## src/rtl/dsp_stream_pkg.sv

```systemverilog
// Shared types and sizing helpers for the IQ sample-stream blocks.
package dsp_stream_pkg;

    typedef enum logic [1:0] {
        ST_IDLE = 2'd0,
        ST_SEND = 2'd1,
        ST_GAP  = 2'd2
    } state_t;

    // Words per burst: one I and one Q per channel.
    function automatic int unsigned burst_len(input int unsigned n_ch);
        return 2 * n_ch;
    endfunction

    function automatic int unsigned idx_width(input int unsigned n_ch);
        return (2 * n_ch > 2) ? $clog2(2 * n_ch) : 1;
    endfunction

    // Bit offset of channel k inside a packed bus of dw-wide words.
    function automatic int unsigned ch_lsb(input int unsigned k, input int unsigned dw);
        return k * dw;
    endfunction

endpackage

```

## src/rtl/iq_frame_slot.sv

```systemverilog
// One captured I/Q frame with a valid flag; load takes priority over clear.
module iq_frame_slot #(
    parameter int unsigned FW = 124
) (
    input  logic          clk,
    input  logic          rst_n,
    input  logic          load,
    input  logic          clear,
    input  logic [FW-1:0] load_i,
    input  logic [FW-1:0] load_q,
    output logic [FW-1:0] frame_i,
    output logic [FW-1:0] frame_q,
    output logic          valid
);

    always_ff @(posedge clk or negedge rst_n) begin
        if (!rst_n) begin
            frame_i <= '0;
            frame_q <= '0;
            valid   <= 1'b0;
        end else if (load) begin
            frame_i <= load_i;
            frame_q <= load_q;
            valid   <= 1'b1;
        end else if (clear) begin
            valid <= 1'b0;
        end
    end

endmodule

```

## src/rtl/iq_stream_serializer.sv

```systemverilog
// Serializes N_CH parallel I/Q pairs into bursts I0,Q0,I1,Q1,... on one bus,
// with a one-deep pending queue and an optional idle gap between bursts.
module iq_stream_serializer
    import dsp_stream_pkg::*;
#(
    parameter int unsigned DW   = 31,
    parameter int unsigned N_CH = 4,
    parameter int unsigned GAP  = 0
) (
    input  logic                 sample_clk,
    input  logic                 sample_rst_n,
    input  logic                 strobe_in,
    input  logic [N_CH*DW-1:0]   i_in,
    input  logic [N_CH*DW-1:0]   q_in,
    input  logic                 ovf_clr,
    output logic [DW-1:0]        stream_out,
    output logic                 strobe_out,
    output logic                 frame_start,
    output logic                 busy,
    output logic [7:0]           ovf_cnt
);

    localparam int unsigned FW       = N_CH * DW;
    localparam int unsigned BURST    = burst_len(N_CH);
    localparam int unsigned IW       = idx_width(N_CH);
    localparam logic [IW-1:0] LAST   = IW'(BURST - 1);
    localparam logic [3:0] GAP_LAST  = 4'((GAP > 0) ? GAP - 1 : 0);

    state_t          state;
    logic [IW-1:0]   widx;
    logic [3:0]      gcnt;

    logic [FW-1:0]   shad_i, shad_q, pend_i, pend_q, src_i, src_q;
    logic            shad_valid, pend_valid;
    logic            last_word, last_gap, consume, start, from_pend;
    logic            pend_load, pend_clear, shad_clear, drop;
    logic            stay_active, nxt_pend_valid;
    logic [IW-1:0]   nidx;
    logic [DW-1:0]   next_word;

    iq_frame_slot #(.FW(FW)) u_shadow (
        .clk     (sample_clk),
        .rst_n   (sample_rst_n),
        .load    (start),
        .clear   (shad_clear),
        .load_i  (src_i),
        .load_q  (src_q),
        .frame_i (shad_i),
        .frame_q (shad_q),
        .valid   (shad_valid)
    );

    iq_frame_slot #(.FW(FW)) u_pending (
        .clk     (sample_clk),
        .rst_n   (sample_rst_n),
        .load    (pend_load),
        .clear   (pend_clear),
        .load_i  (i_in),
        .load_q  (q_in),
        .frame_i (pend_i),
        .frame_q (pend_q),
        .valid   (pend_valid)
    );

    // Burst sequencing decisions; consume marks the cycle a queued frame may start.
    always_comb begin
        last_word      = 1'b0;
        last_gap       = 1'b0;
        consume        = 1'b0;
        from_pend      = 1'b0;
        start          = 1'b0;
        pend_load      = 1'b0;
        pend_clear     = 1'b0;
        shad_clear     = 1'b0;
        drop           = 1'b0;
        stay_active    = 1'b0;
        nxt_pend_valid = 1'b0;
        src_i          = i_in;
        src_q          = q_in;
        nidx           = widx + IW'(1);

        last_word = (state == ST_SEND) && (widx == LAST);
        last_gap  = (GAP > 0) && (state == ST_GAP) && (gcnt == GAP_LAST);
        consume   = (GAP == 0) ? last_word : last_gap;
        from_pend = consume && pend_valid;
        start     = ((state == ST_IDLE) && strobe_in) || (consume && (pend_valid || strobe_in));

        if (strobe_in && (state != ST_IDLE)) begin
            if (!pend_valid)  pend_load = !consume;
            else if (consume) pend_load = 1'b1;
            else              drop      = 1'b1;
        end
        pend_clear = from_pend && !pend_load;
        shad_clear = consume && !start;

        if (from_pend) begin
            src_i = pend_i;
            src_q = pend_q;
        end
        next_word = DW'((nidx[0] ? shad_q : shad_i) >> ch_lsb(32'(nidx) >> 1, DW));

        stay_active = start
                   || ((state == ST_SEND) && !(last_word && (GAP == 0)))
                   || ((state == ST_GAP) && !last_gap);
        nxt_pend_valid = pend_load || (pend_valid && !pend_clear);
    end

    always_ff @(posedge sample_clk or negedge sample_rst_n) begin
        if (!sample_rst_n) begin
            state       <= ST_IDLE;
            widx        <= '0;
            gcnt        <= '0;
            stream_out  <= '0;
            strobe_out  <= 1'b0;
            frame_start <= 1'b0;
            busy        <= 1'b0;
            ovf_cnt     <= '0;
        end else begin
            busy        <= stay_active || nxt_pend_valid;
            frame_start <= 1'b0;

            if (ovf_clr)                        ovf_cnt <= '0;
            else if (drop && (ovf_cnt != 8'hFF)) ovf_cnt <= ovf_cnt + 8'd1;

            if (start) begin
                state       <= ST_SEND;
                widx        <= '0;
                gcnt        <= '0;
                stream_out  <= src_i[DW-1:0];
                strobe_out  <= 1'b1;
                frame_start <= 1'b1;
            end else begin
                case (state)
                    ST_SEND: begin
                        if (last_word) begin
                            state      <= (GAP > 0) ? ST_GAP : ST_IDLE;
                            gcnt       <= '0;
                            stream_out <= '0;
                            strobe_out <= 1'b0;
                        end else begin
                            widx       <= nidx;
                            stream_out <= shad_valid ? next_word : '0;
                            strobe_out <= shad_valid;
                        end
                    end
                    ST_GAP: begin
                        if (last_gap) state <= ST_IDLE;
                        else          gcnt  <= gcnt + 4'd1;
                    end
                    default: begin
                        state      <= ST_IDLE;
                        stream_out <= '0;
                        strobe_out <= 1'b0;
                    end
                endcase
            end
        end
    end

endmodule
```

## config.mk

```make
export PLATFORM = sky130hd
export DESIGN_NAME = iq_stream_serializer
export DESIGN_NICKNAME = d
export VERILOG_FILES = /design/src/rtl/dsp_stream_pkg.sv /design/src/rtl/iq_frame_slot.sv /design/src/rtl/iq_stream_serializer.sv
export SDC_FILE = /design/constraint.sdc
export NUM_CORES = 1
export LEC_CHECK = 0
export CAP_MARGIN = 20
export CORE_MARGIN = 4
export CORE_UTILIZATION = 56
export DETAILED_ROUTE_END_ITERATION = 6
export PLACE_DENSITY = 0.9
export SETUP_SLACK_MARGIN = 0.05
export SYNTH_ARGS = -nofsm -noshare
export SYNTH_HDL_FRONTEND = slang
export SYNTH_SLANG_ARGS = --single-unit
```

## constraint.sdc

```tcl
create_clock -name sample_clk -period 2.56 [get_ports sample_clk]
set_input_delay 0.512 -clock sample_clk [delete_from_list [all_inputs] [get_ports sample_clk]]
set_output_delay 0.512 -clock sample_clk [all_outputs]
set_load 0.02 [all_outputs]
```

==> results of run 1 <==
[routing by layer]
metal  vias to the layer above  GRT usage  part of all wire  routed length [um]
met5                         -          0            0.0021                 123
met4                        20    0.07215             0.025                1447
met3                       121    0.07173             0.077                4529
met2                       505     0.4016              0.47               27630
met1                      8120     0.3466              0.42               24740
li1                       7234          -                 -                   -
[state kept, by name (all words and copies together), names as in the netlist]
name               count
u_pending.frame_q    124
state                  1
u_shadow.frame_q     124
strobe_out             1
widx                   3
u_shadow.frame_i     124
u_pending.valid        1
stream_out            31
busy                   1
u_pending.frame_i    124
ovf_cnt                8
frame_start            1
u_shadow.valid         1
[timing repair]
| item | 4_1_cts | 5_1_grt |
|---|---|---|
| hold buffers | 1 | 0 |
| endpoints found under the setup margin | 0 | 0 |
| resized for setup | 0 | 0 |
| endpoints found under the hold margin | 33 | 0 |
[critical path: stages, from the launching register on]
cell,delay (ps)
dfrtp_4,440
ha_4,130
ha_1,150
nand2_1,90
ha_1,270
nand3b_1,180
buf_12,220
buf_4,350
mux2_2,400
[area by class of cell]
| type | instances | share of cell area |
|---|---|---|
| antenna | 10 | 0.0008450 |
| clock buffer | 81 | 0.05526 |
| clock inverter | 20 | 0.006126 |
| inverter | 6 | 0.0007605 |
| multi-input combinational | 1177 | 0.3266 |
| sequential | 544 | 0.4598 |
| tap | 539 | 0.02277 |
| timing repair buffer | 359 | 0.1278 |
[per-stage QoR]
| step | hold WS, ps | setup slack [ps] | cells | utilization |
|---|---|---|---|---|
| finish | 440.9 | 159.7 | 2736 | 0.7013 |
| global route | 459.9 | 51.89 | 2734 | 0.7012 |
| CTS | 429.6 | 175.6 | 2726 | 0.7007 |
| detailed placement | 466.0 | 217.8 | 2624 | 0.6574 |
| global placement | 459.3 | 224.5 | 2624 | 0.6574 |
| floorplan | 216.4 | 391.3 | 1864 | - |
[worst min path at each step]
| stage | to | from |
|---|---|---|
| CTS | u_pending.frame_i[57] | sample_rst_n |
| finish | u_pending.frame_i[57] | sample_rst_n |
| global placement | u_shadow.frame_q[94] | u_shadow.frame_q[94] |
| detailed placement | u_pending.frame_i[57] | sample_rst_n |
| global route | u_pending.frame_i[57] | sample_rst_n |
| floorplan | busy | sample_rst_n |
[cells by family after synthesis]
group,share of synthesized area
compound gates,0.07190
flops,0.5652
simple gates,0.04613
xor+xnor,0.001091
buf+inv,0.03475
mux,0.2778
fa+ha+maj,0.003117
[synth_stat cells, types with 2 or more instances]
cell type	count
a21oi_1	4
a22o_1	2
a22oi_1	31
and2_1	2
and3_1	3
buf_1	2
buf_2	40
buf_4	7
buf_6	28
clkbuf_1	49
clkbuf_2	11
dfrtp_1	544
ha_1	6
inv_1	6
mux2_2	248
mux2i_1	250
mux4_2	62
nand2_1	254
nand2b_1	2
nand3_1	3
nand3b_1	2
nand4_1	2
nor2_1	9
o211ai_1	2
o21ai_0	74
o21ai_1	209
xor2_1	3
[power by group through the flow]
stage / Combinational, mW / Sequential (mW) / Clock (mW)
2_1_floorplan: 10.7 / 14.6 / 0
3_3_place_gp: 14.7 / 14.7 / 0
3_5_place_dp: 15.4 / 15.1 / 0
4_1_cts: 15.5 / 15.0 / 8.16
5_1_grt: 16.8 / 15.5 / 8.56
6_report: 15.5 / 15.0 / 8.04
==> metrics, run 1 <==
Clk Latency, worst-skew pair 590 ps; Worst Setup SP widx[0]; actual slew at the worst max-slew pin 626.6 ps; drt first pass iters 5; Syn Inst Count 1,864; power consumption 38.57 mW; NetSw 13.29 mW; layout cell share with drive strength beyond 1 0.2163; WL final 58,470 um; RR Endpoint u_pending.frame_q[122]; Detail Placement HPWL 40,340 um; Pwr Density 1302 nW/um^2; sequential share of the synthesized area 0.5652; placed inst area 27,760 um^2; post-synthesis net count 2,122; CTS tree yes; top cells by area, synth dfrtp_1 (57%), mux2_2 (12%), mux2i_1 (10%), mux4_2 (5.8%), o21ai_1 (4.3%); initial drt markers 1,356; die area 46,390 um^2; CTS root buffer clkbuf_16; Die X 215.4 um; CP arrival 2860 ps; RR Startpoint widx[0]; Routability Congestion 0.8263; Clock power frac 0.208; Mapped Avg Cell Area 12.92 um^2; routed vias 16,000; Core ar. 42,230 um^2; Num CTS Buffers 55; minimum clock period 2400 ps; RSZ-0062 raised after global routing false; vias per inst 5.848; layout net count 2,401; most frequent cells in the layout dfrtp_1 (543), clkdlybuf4s50_1 (292), nand2_1 (254); Distinct cells, synth 36; total gr overflow 0; CP Data Required Time 3020 ps; count of final max-slew check failures 0; H-tree depth 2; fmax 0.4166 GHz; asr flop ratio synth 1.000; Bufs on Longest Clock Path 3; Net Sw Frac 0.3445; design area 29,610 um^2; Register-to-Register Path Depth 8; post-detailed-route count of antenna-violating nets 0; relative slew slack 0.5823; maxcap violations 0; num rows 75; worst hold path type input port to async pin; Clock Skew 20.90 ps; P_leak 12.43 nW; fillers 2,750; Flop pwr share 0.390; CP Max Fanout 24; cell internal pwr 25.28 mW; critical path class flip-flop to flip-flop; yosys warns 0; combinational power share 0.401; Sink Count 544; CP Capture Type flip-flop; ys flop type dfrtp_1; setup TNS 0 ps; Setup crit end u_pending.frame_q[122]; portion of synthesized cell area occupied by the leading cell type 0.5652; Critical Path Source Type flip-flop; wire per inst 21.37 um; setup violators final 0; Die Y 215.4 um; effective utilization at floorplan 0.5704; IO Count 294; first-pass GRT wire length 93,270 um; maximum vdd ir drop 0.8506 mV; Multi-input gate area 9672 um^2; status complete, no violations; fin crit share 0.9376; most common cell after layout, fill and taps aside dfrtp_1; initial antenna violation count 20; cell taking the most area after synthesis dfrtp_1; area grow syn2layout 22.96%; vias in the first global route 17,030; synthesized flop and latch total 544; clock-pin slew on the worst setup and hold paths 60 ps; Storage cell area 13,620 um^2; GRT Util Overall 0.2529; largest net degree at the start of global routing 140; synthesized cell area 24,090 um^2; Worst R2R Setup Slack 160 ps; Post-synth EDFFs 0; Fin. Hold Viols 0; Port Buffers 293; Post-CTS Setup Bufs 0; drc violations 0
No activity file was read; power rests on OpenSTA's default activity.
==> inputs of run 2 (changes only) <==
Settings changed: PLACE_DENSITY 0.9 to 0.86.
==> metrics, run 2 (synthesized netlist as in run 1, its figures left out) <==
vias per inst 5.890 (+0.71%); minimum clock period 2441 ps (+41.08 ps); CTS tree yes; layout cell share with drive strength beyond 1 0.2150 (-0.001244); most common cell after layout, fill and taps aside dfrtp_1; Die Y 215.4 um (unchanged); CP Capture Type flip-flop; initial drt markers 1,292 (-4.7%); Fin. Hold Viols 0 (unchanged); Pwr Density 1311 nW/um^2 (+0.65%); Clk Latency, worst-skew pair 590 ps (about the same); drc violations 0 (unchanged); M1 GR Usage 0.3528 (+0.006281); Core ar. 42,230 um^2 (unchanged); num rows 75 (unchanged); maximum vdd ir drop 0.7642 mV (-10%); non-filler instance count after layout 2,745 (+0.33%); CP Data Required Time 3030 ps (about the same); fillers 2,727 (-0.84%); setup violators final 0 (unchanged); Num CTS Buffers 55 (unchanged); effective utilization at floorplan 0.5704 (unchanged); Clock Skew 14.17 ps (-6.732 ps); Bufs on Longest Clock Path 3 (unchanged); largest net degree at the start of global routing 83 (-41%); Placed Cells incl. Taps 2,628 (+0.15%); Die X 215.4 um (unchanged); maxcap violations 0 (unchanged); fmax 0.4096 GHz (-1.7%); CP Max Fanout 24 (unchanged); initial antenna violation count 17 (-15%); most frequent cells in the layout dfrtp_1 (543), clkdlybuf4s50_1 (292), nand2_1 (254); critical path class flip-flop to flip-flop; relative slew slack 0.6075 (+0.02519); actual slew at the worst max-slew pin 588.8 ps (-37.78 ps); fin crit share 0.9537 (+0.01605); first-pass GRT wire length 95,250 um (+2.1%); layout net count 2,407 (+0.25%); GRT Util Overall 0.2591 (+0.006259); Port Buffers 293 (unchanged); routed vias 16,170 (+1.0%); die area 46,390 um^2 (unchanged); worst hold path type flip-flop to flip-flop; met3 Use GR 0.05935 (-0.01238); Sink Count 544 (unchanged); total gr overflow 0 (unchanged); Most Crowded Layer GR met2; P_leak 12.49 nW (+0.42%); post-detailed-route count of antenna-violating nets 0 (unchanged); CTS root buffer clkbuf_16; WL final 60,820 um (+4.0%); area grow syn2layout 23.56%; H-tree depth 2 (unchanged); vias in the first global route 17,210 (+1.1%); IO Count 294 (unchanged); power consumption 39.01 mW (+1.1%); Routability Congestion 0.8473 (+2.5%); clock-pin slew on the worst setup and hold paths 60 ps (about the same); wire per inst 22.16 um (+3.7%); drt first pass iters 7 (+2); status complete, no violations; Critical Path Source Type flip-flop; CP arrival 2910 ps (+50 ps); count of final max-slew check failures 0 (unchanged); GR Layer Usage met2 0.4204 (+0.01884); RSZ-0062 raised after global routing false; Detail Placement HPWL 41,650 um (+3.2%); setup TNS 0 ps (unchanged)
[run 2: changes by cell type in the layout (fill, tap and decap cells not counted), sizes merged]
| cell | before | now |
|---|---|---|
| clkbuf | 81 | 90 |
| diode | 10 | 11 |
| bufinv | 3 | 4 |
| clkinv | 15 | 9 |
| buf | 66 | 71 |
| inv | 7 | 6 |
[run 2: layout make-up]
class                           instances  area (um^2)  area share
Antenna cell                           11        27.53   0.0009249
Clock buffer                           89         1657     0.05566
Clock inverter                         14        176.4    0.005928
Inverter                                6        22.52   0.0007567
Multi-Input combinational cell       1177         9672      0.3250
Sequential cell                       544        13620      0.4575
Tap cell                              539        674.4     0.02266
Timing Repair Buffer                  365         3915      0.1315
[run 2: routing by layer]
layer  share of wire  wire [um]
met4           0.023       1409
met1            0.42      25730
met2            0.48      29090
met5          0.0015         89
met3           0.074       4504
[run 2: path summary, 6_finish.rpt]
check	from	endpoint	slack, ps	cells after the start
worst max-delay path	widx[0]	u_pending.frame_i[37]	120	8
worst min-delay path	u_shadow.frame_i[123]	u_shadow.frame_i[123]	470	2
worst max register to register	widx[0]	u_pending.frame_i[37]	120	8
worst min register to register	u_shadow.frame_i[123]	u_shadow.frame_i[123]	470	2
max in group asynchronous	sample_rst_n	u_pending.frame_q[33]	1240	4
min in group asynchronous	sample_rst_n	u_shadow.frame_i[55]	480	2
[run 2: critical path: stages, from the launching register on]
cell,delay [ps]
dfrtp_4,500
ha_4,170
ha_1,180
nand2_1,120
ha_1,250
nand3b_1,280
clkbuf_16,300
buf_4,210
mux2_2,300
[run 2: report_power, final]
| part | switching (mW) | leakage [nW] | internal, mW |
|---|---|---|---|
| Clock | 3.27 | 0.898 | 4.81 |
| Combinational | 7.99 | 4.96 | 7.80 |
| Sequential | 2.25 | 6.62 | 12.9 |
| Total | 13.5 | 12.5 | 25.5 |
[run 2: stage by stage]
stage | hold WS, ps | util | setup slack (ps) | area [um^2]
finish | 471.9 | 0.7048 | 118.6 | 29760
global route | 490.5 | 0.7046 | 52.97 | 29750
CTS | 467.2 | 0.7036 | 114.0 | 29710
detailed placement | 464.8 | 0.6599 | 117.3 | 27870
global placement | 457.2 | 0.6599 | 173.5 | 27870
floorplan | 216.4 | - | 391.3 | 24090
[run 2: timing repair]
item                                   in CTS  in global routing
hold buffers                                1                  0
setup endpoints to repair                   0                 20
endpoints found under the hold margin      42                  0
setup buffers                               0                  1
resized for setup                           0                  1
